==> config.mk <==
export PLATFORM = sky130hd
export DESIGN_NAME = array_lane_ctrl
export DESIGN_NICKNAME = d
export VERILOG_FILES = /design/src/rtl/array_lane_ctrl.sv
export SDC_FILE = /design/constraint.sdc
export NUM_CORES = 1
export LEC_CHECK = 0
export BUFFER_PORTS_ARGS = -buffer_cell sky130_fd_sc_hd__buf_4
export CAP_MARGIN = 20
export CORE_AREA = 3 3 507 509
export DETAILED_ROUTE_END_ITERATION = 16
export DIE_AREA = 0 0 510 512
export GPL_TIMING_DRIVEN = 0
export PLACE_DENSITY_LB_ADDON = 0.2
export SLEW_MARGIN = 20
export SYNTH_ARGS = -nofsm -noshare
export SYNTH_HDL_FRONTEND = slang
export SYNTH_SLANG_ARGS = --single-unit
==> constraint.sdc <==
create_clock -name clock -period 13.56 [get_ports clock]
set_input_delay 0.678 -clock clock [delete_from_list [all_inputs] [get_ports clock]]
set_output_delay 0.678 -clock clock [all_outputs]
set_load 0.005 [all_outputs]
==> src/rtl/array_lane_ctrl.sv <==
`default_nettype none
// ============================================================================
// Module   : array_lane_ctrl
// Purpose  : Access controller for a 1R1W synchronous masked-write array
//            (DEPTH entries x LANES lanes x LANE_W bits). It shares the single
//            read port among NREQ requesters with round-robin arbitration,
//            passes one write requester straight to the write port, and
//            captures read data so a stalled response stays stable.
// Optional : `define ARRAY_LANE_CTRL_SCRUB_EN to zero every array entry after
//            reset, before any traffic is accepted.
// Revision : 1.0 - initial release
// ----------------------------------------------------------------------------
// Ports
//   clock, reset                    single clock, async active-high reset
//   wr_valid/wr_ready               write request handshake
//   wr_addr/wr_data/wr_mask         write address, data, per-lane enable
//   rd_req_valid/rd_req_ready       per-requester read request / one-hot grant
//   rd_req_addr                     requester i at [i*ADDR_W +: ADDR_W]
//   rd_resp_valid/rd_resp_ready     read response handshake
//   rd_resp_data/rd_resp_id         read data and granted requester index
//   init_done                       controller is accepting traffic
//   W0_en/W0_addr/W0_data/W0_mask   array write port
//   R0_en/R0_addr                   array read port request
//   R0_data                         array read data, valid cycle after R0_en
// ============================================================================
module array_lane_ctrl #(
    parameter  int NREQ   = 2,
    parameter  int DEPTH  = 64,
    parameter  int ADDR_W = 6,
    parameter  int LANES  = 16,
    parameter  int LANE_W = 19,
    localparam int DW     = LANES * LANE_W,
    localparam int ID_W   = (NREQ > 1) ? $clog2(NREQ) : 1
) (
    input  logic                     clock,
    input  logic                     reset,
    // write requester
    input  logic                     wr_valid,
    output logic                     wr_ready,
    input  logic [ADDR_W-1:0]        wr_addr,
    input  logic [DW-1:0]            wr_data,
    input  logic [LANES-1:0]         wr_mask,
    // read requesters
    input  logic [NREQ-1:0]          rd_req_valid,
    output logic [NREQ-1:0]          rd_req_ready,
    input  logic [NREQ*ADDR_W-1:0]   rd_req_addr,
    // read response
    output logic                     rd_resp_valid,
    input  logic                     rd_resp_ready,
    output logic [DW-1:0]            rd_resp_data,
    output logic [ID_W-1:0]          rd_resp_id,
    // status
    output logic                     init_done,
    // array write port
    output logic                     W0_en,
    output logic [ADDR_W-1:0]        W0_addr,
    output logic [DW-1:0]            W0_data,
    output logic [LANES-1:0]         W0_mask,
    // array read port
    output logic                     R0_en,
    output logic [ADDR_W-1:0]        R0_addr,
    input  logic [DW-1:0]            R0_data
);

    // Elaboration-time sanity check on the geometry.
    if ((NREQ < 1) || (DEPTH > (1 << ADDR_W))) begin : g_param_chk
        $error("array_lane_ctrl: NREQ must be >= 1 and DEPTH must fit in ADDR_W");
    end

    // ------------------------------------------------------------------------
    // Initialisation FSM (scrub) or permanent RUN
    // ------------------------------------------------------------------------
    logic                w_run;        // controller in RUN
    logic                w_scrub_wr;   // scrub write this cycle
    logic [ADDR_W-1:0]   w_scrub_addr; // scrub write address

`ifdef ARRAY_LANE_CTRL_SCRUB_EN
    typedef enum logic [0:0] {
        ST_SCRUB = 1'b0,
        ST_RUN   = 1'b1
    } state_t;

    localparam logic [ADDR_W-1:0] c_LAST_ADDR = ADDR_W'(DEPTH - 1);

    state_t              r_state;
    state_t              w_state_nxt;
    logic [ADDR_W-1:0]   r_scrub_addr;
    logic [ADDR_W-1:0]   w_scrub_addr_nxt;

    always_ff @(posedge clock or posedge reset) begin
        if (reset) begin
            r_state      <= ST_SCRUB;
            r_scrub_addr <= '0;
        end else begin
            r_state      <= w_state_nxt;
            r_scrub_addr <= w_scrub_addr_nxt;
        end
    end

    always_comb begin
        w_state_nxt      = r_state;
        w_scrub_addr_nxt = r_scrub_addr;
        if (r_state == ST_SCRUB) begin
            if (r_scrub_addr == c_LAST_ADDR) begin
                w_state_nxt      = ST_RUN;
                w_scrub_addr_nxt = '0;
            end else begin
                w_scrub_addr_nxt = r_scrub_addr + ADDR_W'(1);
            end
        end
    end

    assign w_run        = (r_state == ST_RUN);
    // Reset is folded in so the write port stays quiet while reset is held.
    assign w_scrub_wr   = (r_state == ST_SCRUB) && !reset;
    assign w_scrub_addr = r_scrub_addr;
`else
    assign w_run        = 1'b1;
    assign w_scrub_wr   = 1'b0;
    assign w_scrub_addr = '0;
`endif

    // ------------------------------------------------------------------------
    // Read arbitration
    // ------------------------------------------------------------------------
    logic [ID_W-1:0]     r_rr_ptr;
    logic [ID_W-1:0]     r_id_q;
    logic                r_resp_valid;
    logic                r_held;
    logic [DW-1:0]       r_hold_q;

    logic [NREQ-1:0]     w_ge;        // requester index >= rr pointer
    logic [NREQ-1:0]     w_hi;        // valid requesters at/after the pointer
    logic [NREQ-1:0]     w_pick;      // candidate set for lowest-index pick
    logic [NREQ-1:0]     w_onehot;    // winning requester
    logic [ID_W-1:0]     w_grant_idx;
    logic [ADDR_W-1:0]   w_grant_addr;
    logic [ID_W-1:0]     w_rr_nxt;
    logic                w_slot_free;
    logic                w_issue;

    always_comb begin
        w_ge = '0;
        for (int i = 0; i < NREQ; i++) begin
            w_ge[i] = (ID_W'(i) >= r_rr_ptr);
        end
    end

    // Round-robin as a two-pass priority pick: first valid requester at or
    // after the pointer, otherwise wrap to the lowest valid index.
    assign w_hi     = rd_req_valid & w_ge;
    assign w_pick   = (|w_hi) ? w_hi : rd_req_valid;
    assign w_onehot = w_pick & (~w_pick + NREQ'(1));

    always_comb begin
        w_grant_idx  = '0;
        w_grant_addr = '0;
        for (int i = 0; i < NREQ; i++) begin
            if (w_onehot[i]) begin
                w_grant_idx  = ID_W'(i);
                w_grant_addr = rd_req_addr[i*ADDR_W +: ADDR_W];
            end
        end
    end

    assign w_rr_nxt    = (w_grant_idx == ID_W'(NREQ - 1)) ? '0 : w_grant_idx + ID_W'(1);
    // The single response slot is free when empty or being consumed now.
    assign w_slot_free = !r_resp_valid || rd_resp_ready;
    assign w_issue     = w_run && !reset && w_slot_free && (|rd_req_valid);

    // ------------------------------------------------------------------------
    // Response tracking and stall capture
    // ------------------------------------------------------------------------
    always_ff @(posedge clock or posedge reset) begin
        if (reset) begin
            r_rr_ptr     <= '0;
            r_id_q       <= '0;
            r_resp_valid <= 1'b0;
            r_held       <= 1'b0;
            r_hold_q     <= '0;
        end else begin
            if (w_issue) begin
                r_rr_ptr     <= w_rr_nxt;
                r_id_q       <= w_grant_idx;
                r_resp_valid <= 1'b1;
                r_held       <= 1'b0;
            end else if (r_resp_valid && rd_resp_ready) begin
                r_resp_valid <= 1'b0;
                r_held       <= 1'b0;
            end else if (r_resp_valid && !r_held) begin
                // First response cycle went unconsumed: freeze the array
                // output so later writes to the same entry cannot leak in.
                r_held   <= 1'b1;
                r_hold_q <= R0_data;
            end
        end
    end

    // ------------------------------------------------------------------------
    // Port drive
    // ------------------------------------------------------------------------
    always_comb begin
        W0_en        = 1'b0;
        W0_addr      = wr_addr;
        W0_data      = wr_data;
        W0_mask      = wr_mask;
        wr_ready     = 1'b0;
        rd_req_ready = '0;
        R0_en        = 1'b0;
        R0_addr      = w_grant_addr;

        if (w_scrub_wr) begin
            W0_en   = 1'b1;
            W0_addr = w_scrub_addr;
            W0_data = '0;
            W0_mask = '1;
        end else if (w_run && !reset) begin
            wr_ready = 1'b1;
            W0_en    = wr_valid;
        end

        if (w_issue) begin
            rd_req_ready = w_onehot;
            R0_en        = 1'b1;
        end
    end

    assign rd_resp_valid = r_resp_valid;
    assign rd_resp_id    = r_id_q;
    assign rd_resp_data  = !r_resp_valid ? '0 : (r_held ? r_hold_q : R0_data);
    assign init_done     = w_run;

endmodule
`default_nettype wire
==> impl_results.md, run 1 <==
* Arrival @ worst endpoint at 3.34 ns
* Number of synthesized register bits at 308
* Detailed-route via count at 16000
* Violation count after the first detailed-route iteration at 498
* Post-synth top area cell: dfrtp_1
* Synth Flop Type: dfrtp_1
* Max-slew violations at 0
* Setup ws final at 9.54 ns
* Slew @ Worst Pin at 0.949 ns
* CP Capture Type: output port
* PD cells at 117 nW/um^2
* Maximum VDD drop at 0.0807 mV
* Crit path time final at 4.02 ns
* Combinational share of power at 0.316
* Global-route wire length before repair at 155 mm
* Sequential area share after synthesis at 0.397
* Site row count at 185
* Dpl hpwl at 100 mm
* Sw frac at 0.311
* DIE HEIGHT at 512 um
* Switching Power at 1190 uW
* Post-DR vias/cell at 2.62
* Antenna Nets Post-Route at 0
* CTS-repair resized insts at 0
* Most used cell along the critical path: buf_4
* EDFF count, synth at 0
* Placed cell count at 6007
* Initial Util at 0.0766
* Hold buffers post-CTS at 1
* Worst Setup Start Kind: register
* CTS clock-pin slew for the worst setup and hold paths at 0.06 ns
* Setup TNS at 0 ns
* FFs w/ async S/R, synth at 1.00
* Num CTS Buffers at 49
* Postcts setup bufs at 0
* Syn Area/Cell at 11.6 sq um
* Worst Hold Class: in -> reg
* Cell chain of the critical path: buf_4 > buf_2 > buf_4 > mux2i_1 > nor2b_1 > buf_4
* Mapped Nets at 2319
* Max frequency at 0.249 GHz
* Max_slew headroom at 0.349
* Pre-CTS WS at 9.87 ns
* Setup Skew at 0.0432 ns
* Final setup viols at 0
* Routed wire length at 120 mm
* # IOs at 1292
* CTS Root Cell: clkbuf_16
* Layout cell share with drive strength beyond 1 at 0.566
* Synth top area share at 0.397
* CTS tree: done
* Unique masters post-synth at 19
* Int Pwr at 2630 uW
* Core Box Area at 253000 sq um
* RSZ-0062 raised after global routing: false
* Synthesized area at 19400 sq um
* Crit path max fanout at 10
* Clock Latency Late Sink at 0.66 ns
* Maxcap violations at 0
* Part of the power in registers at 0.330
* CP peak stage delay at 0.81 ns
* I/O Buffers at 964
* Leak at 0.0146 uW
* Area Overhead vs Synth at 68.7%
* Htree depth at 2
* Fin cells at 6115
* Vias in the first global route at 17200
* Chip width at 510 um
* Critical path's slowest cell: mux2i_1
* Cell count after synthesis at 1671
* Residual DRC at 0
* Period utilization at 0.296
* CP Data Required Time at 12.88 ns
* Final Core Density at 0.129
* Largest net degree at the start of global routing at 76
* CTS Sinks at 308
* Die area at 261000 sq um
* Most common cell in the netlist: buf_4
* Initial antenna violation count at 38
* Clock tree buffer depth at 3
* Layout Nets at 3341
* Synth top cells by count: buf_4 (355), dfrtp_1 (308), nor2b_1 (306)
* Total track usage at 0.0866
* Largest cells by area after synthesis: dfrtp_1 (40%), mux2i_1 (16%), buf_4 (14%), mux2_1 (12%), nor2b_1 (9.9%)
* Avg WL per Cell at 19.6 um
* GRT overflow at 0
* Clock Power Share at 0.354
* Gpl congestion at 0.827
* Drt pass-1 iters at 4
* Ys Warns at 0
* Status: completed
* Fin. Hold Viols at 0
* Kind of critical path: reg -> out
-- per-stage QoR --
stage          hold slack, ns  area, sq um  power (uW)
6_report                0.247        32800        3820
5_1_grt                 0.175        32700        4090
4_1_cts                 0.139        32700        3970
3_5_place_dp            0.475        31100        2530
3_3_place_gp            0.466        30900        2510
2_1_floorplan           0.458        19400        1860
-- critical path: cells and delay by family, from the launching register on --
kind | cells | cell delay, ns
multiplexers | 1 | 0.81
buffers and inverters | 4 | 1.43
flip-flops | 1 | 0.32
AND/OR/NAND/NOR | 1 | 0.10
-- cell type report --
| cell class | instances | area, sq um |
|---|---|---|
| fillers | 28900 | 221000 |
| multi-input cells | 933 | 8540 |
| flip-flops and latches | 308 | 7710 |
| repair buffers | 971 | 7410 |
| well taps | 3366 | 4210 |
| plain buffers | 428 | 3170 |
| clock buffers | 78 | 1510 |
| clock inverters | 9 | 148 |
| diodes | 20 | 50.0 |
| inverters | 2 | 15.0 |
-- power groups by stage --
stage / Clock (uW) / Combinational, uW / Sequential [uW]
3_3_place_gp: 0 / 1240 / 1270
6_report: 1350 / 1210 / 1260
4_1_cts: 1450 / 1250 / 1260
2_1_floorplan: 0 / 616 / 1250
3_5_place_dp: 0 / 1250 / 1280
5_1_grt: 1480 / 1320 / 1290
-- kinds of logic (layout without fill, tap and decap cells) --
group                  Yosys count  count (layout)  synth area share
muxes                          610             610             0.334
other                            1              21          0.000193
DFF                            308             308             0.397
and+or+nand+nor                313             313             0.102
buffers and inverters          430            1488             0.164
AOI/OAI and AO/OA                9               9           0.00386
-- state kept, by name, indices dropped and copies added (netlist names) --
register / cells
rd_resp_valid: 1
rd_resp_id: 1
r_held: 1
r_rr_ptr: 1
r_hold_q: 304
-- layout by cell type (no fill, tap or decap), drive strengths merged --
| master | instances |
|---|---|
| nand2 | 2 |
| nor2b | 306 |
| clkinvlp | 1 |
| nor2 | 1 |
| and2 | 2 |
| mux2 | 305 |
| clkinv | 5 |
| conb | 1 |
| buf | 1365 |
| dlygate4sd3 | 1 |
| inv | 2 |
| nand2b | 1 |
| a21boi | 2 |
| bufinv | 3 |
| clkbuf | 111 |
| diode | 20 |
| a22o | 6 |
| dfrtp | 308 |
| mux2i | 305 |
| nand3b | 1 |
| o21bai | 1 |
-- metal layers --
metal	vias to the layer above	part of all wire	global-route usage
li1	7391	-	-
met1	7791	0.37	0.0917
met2	732	0.52	0.161
met3	111	0.092	0.0324
met4	2	0.020	0.0193
met5	-	0.00010	0
-- final timing paths --
| kind | cells after the start | slack [ns] | from | end |
|---|---|---|---|---|
| worst max-delay path | 6 | 9.54 | r_held | rd_resp_data[154] |
| worst min-delay path | 2 | 0.25 | R0_data[152] | r_hold_q[152] |
| worst max register to register | 6 | 11.32 | rd_resp_valid | r_hold_q[157] |
| worst min register to register | 1 | 0.48 | r_hold_q[34] | r_hold_q[34] |
| max in group asynchronous | 5 | 11.53 | reset | r_hold_q[213] |
| min in group asynchronous | 3 | 0.70 | reset | rd_resp_valid |
Note: power is estimated with default switching activity, not from simulation.
==> inputs of run 2 (changes only) <==
--- a/config.mk
+++ b/config.mk
@@ -5,11 +5,12 @@
 export SDC_FILE = /design/constraint.sdc
 export NUM_CORES = 1
 export LEC_CHECK = 0
+export ABC_AREA = 1
 export BUFFER_PORTS_ARGS = -buffer_cell sky130_fd_sc_hd__buf_4
 export CAP_MARGIN = 20
-export CORE_AREA = 3 3 507 509
+export CORE_AREA = 3 3 509 511
 export DETAILED_ROUTE_END_ITERATION = 16
-export DIE_AREA = 0 0 510 512
+export DIE_AREA = 0 0 512 514
 export GPL_TIMING_DRIVEN = 0
 export PLACE_DENSITY_LB_ADDON = 0.2
 export SLEW_MARGIN = 20
==> constraint.sdc (replaced) <==
create_clock -name clock -period 3.5 [get_ports clock]
set_input_delay 0.175 -clock clock [delete_from_list [all_inputs] [get_ports clock]]
set_output_delay 0.175 -clock clock [all_outputs]
set_load 0.005 [all_outputs]
==> run 2 against run 1 <==
Global-route usage is 2.3 points higher; die area is 0.78% higher; clock-buffer cell count is 5 lower; synthesized cell count is 52% higher.
==> impl_results.md, run 2 <==
* Status: completed (unchanged)
* Sequential area share after synthesis at 0.417 (was 0.397)
* Crit path launch: rd_resp_valid (was r_held)
* Clock Latency Late Sink at 0.63 ns (was 0.66 ns)
* Htree depth at 2 (unchanged)
* PD cells at 443 nW/um^2 (was 117 nW/um^2)
* Syn Area/Cell at 7.26 sq um (was 11.6 sq um)
* Worst hold slack at 0.0817 ns (was 0.247 ns)
* Max_slew headroom at 0.355 (was 0.349)
* Total track usage at 0.110 (was 0.0866)
* Worst R2R Setup Slack at 1.20 ns (was 11.32 ns)
* I/O Buffers at 964 (unchanged)
* Worst Reg-to-Reg Cells at 5 (was 6)
* Largest register FFs at 304 (unchanged)
* Post-DR vias/cell at 3.05 (was 2.62)
* Layout Nets at 4528 (was 3341)
* CP Capture Type: output port (unchanged)
* CTS Sinks at 308 (unchanged)
* Synthesized area at 18500 sq um (was 19400 sq um)
* Kind of critical path: reg -> out (unchanged)
* Site row count at 185 (unchanged)
* Max-slew violations at 0 (unchanged)
* Cell count after synthesis at 2545 (was 1671)
* Postcts setup bufs at 0 (unchanged)
* Commonest non-fill, non-tap cells in the layout: buf_4 (1301), nand2_1 (486), o21ai_0 (422) (was buf_4 (1319), dfrtp_1 (308), nor2b_1 (306))
* Synth top cells by count: nand2_1 (486), o21ai_0 (423), buf_4 (336) (was buf_4 (355), dfrtp_1 (308), nor2b_1 (306))
* Unique masters post-synth at 17 (was 19)
* Die area at 263000 sq um (was 261000 sq um)
* RSZ-0062 raised after global routing: false (unchanged)
* Leak at 0.0169 uW (was 0.0146 uW)
* Num CTS Buffers at 47 (was 49)
* Ys Warns at 0 (unchanged)
* Period utilization at 0.923
* Synth top area share at 0.417 (was 0.397)
* Crit path max fanout at 12 (was 10)
* CP Data Required Time at 3.32 ns (was 12.88 ns)
* Dpl hpwl at 129 mm (was 100 mm)
* Clock tree buffer depth at 3 (unchanged)
* Maxcap violations at 0 (unchanged)
* Violation count after the first detailed-route iteration at 1319 (was 498)
* Worst Setup Start Kind: register (unchanged)
* Drt pass-1 iters at 5 (was 4)
* Maximum VDD drop at 0.323 mV (was 0.0807 mV)
* Worst Setup EP: rd_resp_data[200] (was rd_resp_data[154])
* Post-route design area at 34900 sq um (was 32800 sq um)
* Synth Flop Type: dfrtp_1 (unchanged)
* Number of synthesized register bits at 308 (unchanged)
* Detailed-route via count at 22300 (was 16000)
* Mapped Nets at 3193 (was 2319)
* DIE HEIGHT at 514 um (was 512 um)
* CTS clock-pin slew for the worst setup and hold paths at 0.06 ns (about the same)
* Worst R2R End: r_hold_q[160] (was r_hold_q[157])
* GRT overflow at 0 (unchanged)
* Most common cell after layout, fill and taps aside: buf_4 (unchanged)
* Vias in the first global route at 23100 (was 17200)
* Top reg by flops: r_hold_q (unchanged)
* FFs w/ async S/R, synth at 1.00 (unchanged)
* EDFF count, synth at 0 (unchanged)
* Most common cell in the netlist: nand2_1 (was buf_4)
* Setup TNS at 0 ns (unchanged)
* Largest cells by area after synthesis: dfrtp_1 (42%), buf_4 (14%), o21ai_0 (11%), nand2_1 (9.9%), nor2_1 (6.3%) (was dfrtp_1 (40%), mux2i_1 (16%), buf_4 (14%), mux2_1 (12%), nor2b_1 (9.9%))
* Arrival @ worst endpoint at 3.06 ns (was 3.34 ns)
* Largest net degree at the start of global routing at 29 (was 76)
* CTS Root Cell: clkbuf_16 (unchanged)
* Setup Skew at 0.0100 ns (was 0.0432 ns)
* Routed wire length at 152 mm (was 120 mm)
* Initial Util at 0.0726 (was 0.0766)
* Gpl congestion at 0.855 (was 0.827)
* Global-route wire length before repair at 202 mm (was 155 mm)
* Initial antenna violation count at 58 (was 38)
* Area Overhead vs Synth at 89.0% (was 68.7%)
* Worst Hold Class: in -> reg (unchanged)
* Post-synth top area cell: dfrtp_1 (unchanged)
* DP Area at 30200 sq um (was 31100 sq um)
* Fin. Hold Viols at 0 (unchanged)
* Avg WL per Cell at 20.8 um (was 19.6 um)
* Core Box Area at 254000 sq um (was 253000 sq um)
* Residual DRC at 0 (unchanged)
* Slew @ Worst Pin at 0.968 ns (was 0.949 ns)
* Max frequency at 0.310 GHz
* Layout cell share with drive strength beyond 1 at 0.374 (was 0.566)
* Chip width at 512 um (was 510 um)
* Crit path time final at 3.23 ns
* # IOs at 1292 (unchanged)
* Final setup viols at 0 (unchanged)
* CTS tree: done (unchanged)
* Reg-to-reg startpoint: r_held (was rd_resp_valid)
* Antenna Nets Post-Route at 0 (unchanged)
run 2: cell count changes in the layout (fill, tap and decap cells not counted), sizes merged, moves of 63 or more:
cell and delta:
dlygate4sd3 +308, inv +162, mux2i -305, nand2 +485, o21ai +455, a21oi +152, mux2 -305, clkbuf +63
nand3 +157, nor2 +311, nor2b -306
run 2: area by class of cell:
cell class	instances	area [sq um]
diodes	21	52.6
plain buffers	511	3330
clock buffers	73	1370
clock inverters	14	144
fillers	29400	219000
inverters	161	608
multi-input cells	1564	6840
flip-flops and latches	308	7710
well taps	3366	4210
repair buffers	1287	10600
run 2: worst min-delay path by stage:
stage                     from            end  slack [ns]  cells past startpoint
6_report       rd_req_valid[0]       r_rr_ptr        0.08                      5
5_1_grt        rd_req_valid[0]     rd_resp_id        0.08                      4
4_1_cts        rd_req_valid[0]       r_rr_ptr       0.006                      5
3_5_place_dp             reset  r_hold_q[230]        0.22                      2
3_3_place_gp      R0_data[239]  r_hold_q[239]        0.42                      3
2_1_floorplan     R0_data[100]  r_hold_q[100]        0.32                      2
run 2: repair_timing:
action | CTS | global route
endpoints found under the setup margin | 21 | 0
hold endpoints to repair | 377 | 0
resized for setup | 7 | 0
hold buffers | 309 | 0
run 2: cell families (layout without fill, tap and decap cells):
group	Yosys count	count (layout)	share of synthesized area
other cells	1	22	0.000203
simple gates	956	956	0.206
compound gates	607	607	0.165
flops	308	308	0.417
buf+inv	673	2046	0.212
run 2: through the flow:
| stage | std cells | power [uW] | util | setup WS, ns |
|---|---|---|---|---|
| floorplan | 2545 | 7330 | - | -1.98 |
| finish | 7305 | 15500 | 0.137 | 0.270 |
| global route | 7292 | 16600 | 0.137 | 0.0540 |
| CTS | 7284 | 16000 | 0.137 | 0.0140 |
| global placement | 6875 | 10400 | 0.118 | -7.24 |
| detailed placement | 6889 | 10500 | 0.119 | 0.441 |
run 2: where the power goes:
group          switching, uW  internal [uW]
Combinational           3110           2430
Sequential               502           4550
Clock                   2020           2840
run 2: layer usage:
| layer | up-vias | track usage | part of all wire |
|---|---|---|---|
| met5 | - | 0 | 0.00038 |
| met4 | 8 | 0.0363 | 0.036 |
| met3 | 188 | 0.0316 | 0.070 |
| met2 | 984 | 0.199 | 0.51 |
| met1 | 10500 | 0.123 | 0.39 |
| li1 | 10500 | - | - |
run 2: worst max-delay path, cell delays in order, from the launching register on:
cell and delay (ns):
dfrtp_1 0.37, buf_4 0.22, buf_2 0.50, clkbuf_1 0.64
o21ai_0 0.19, nor2_1 0.28, buf_4 0.17
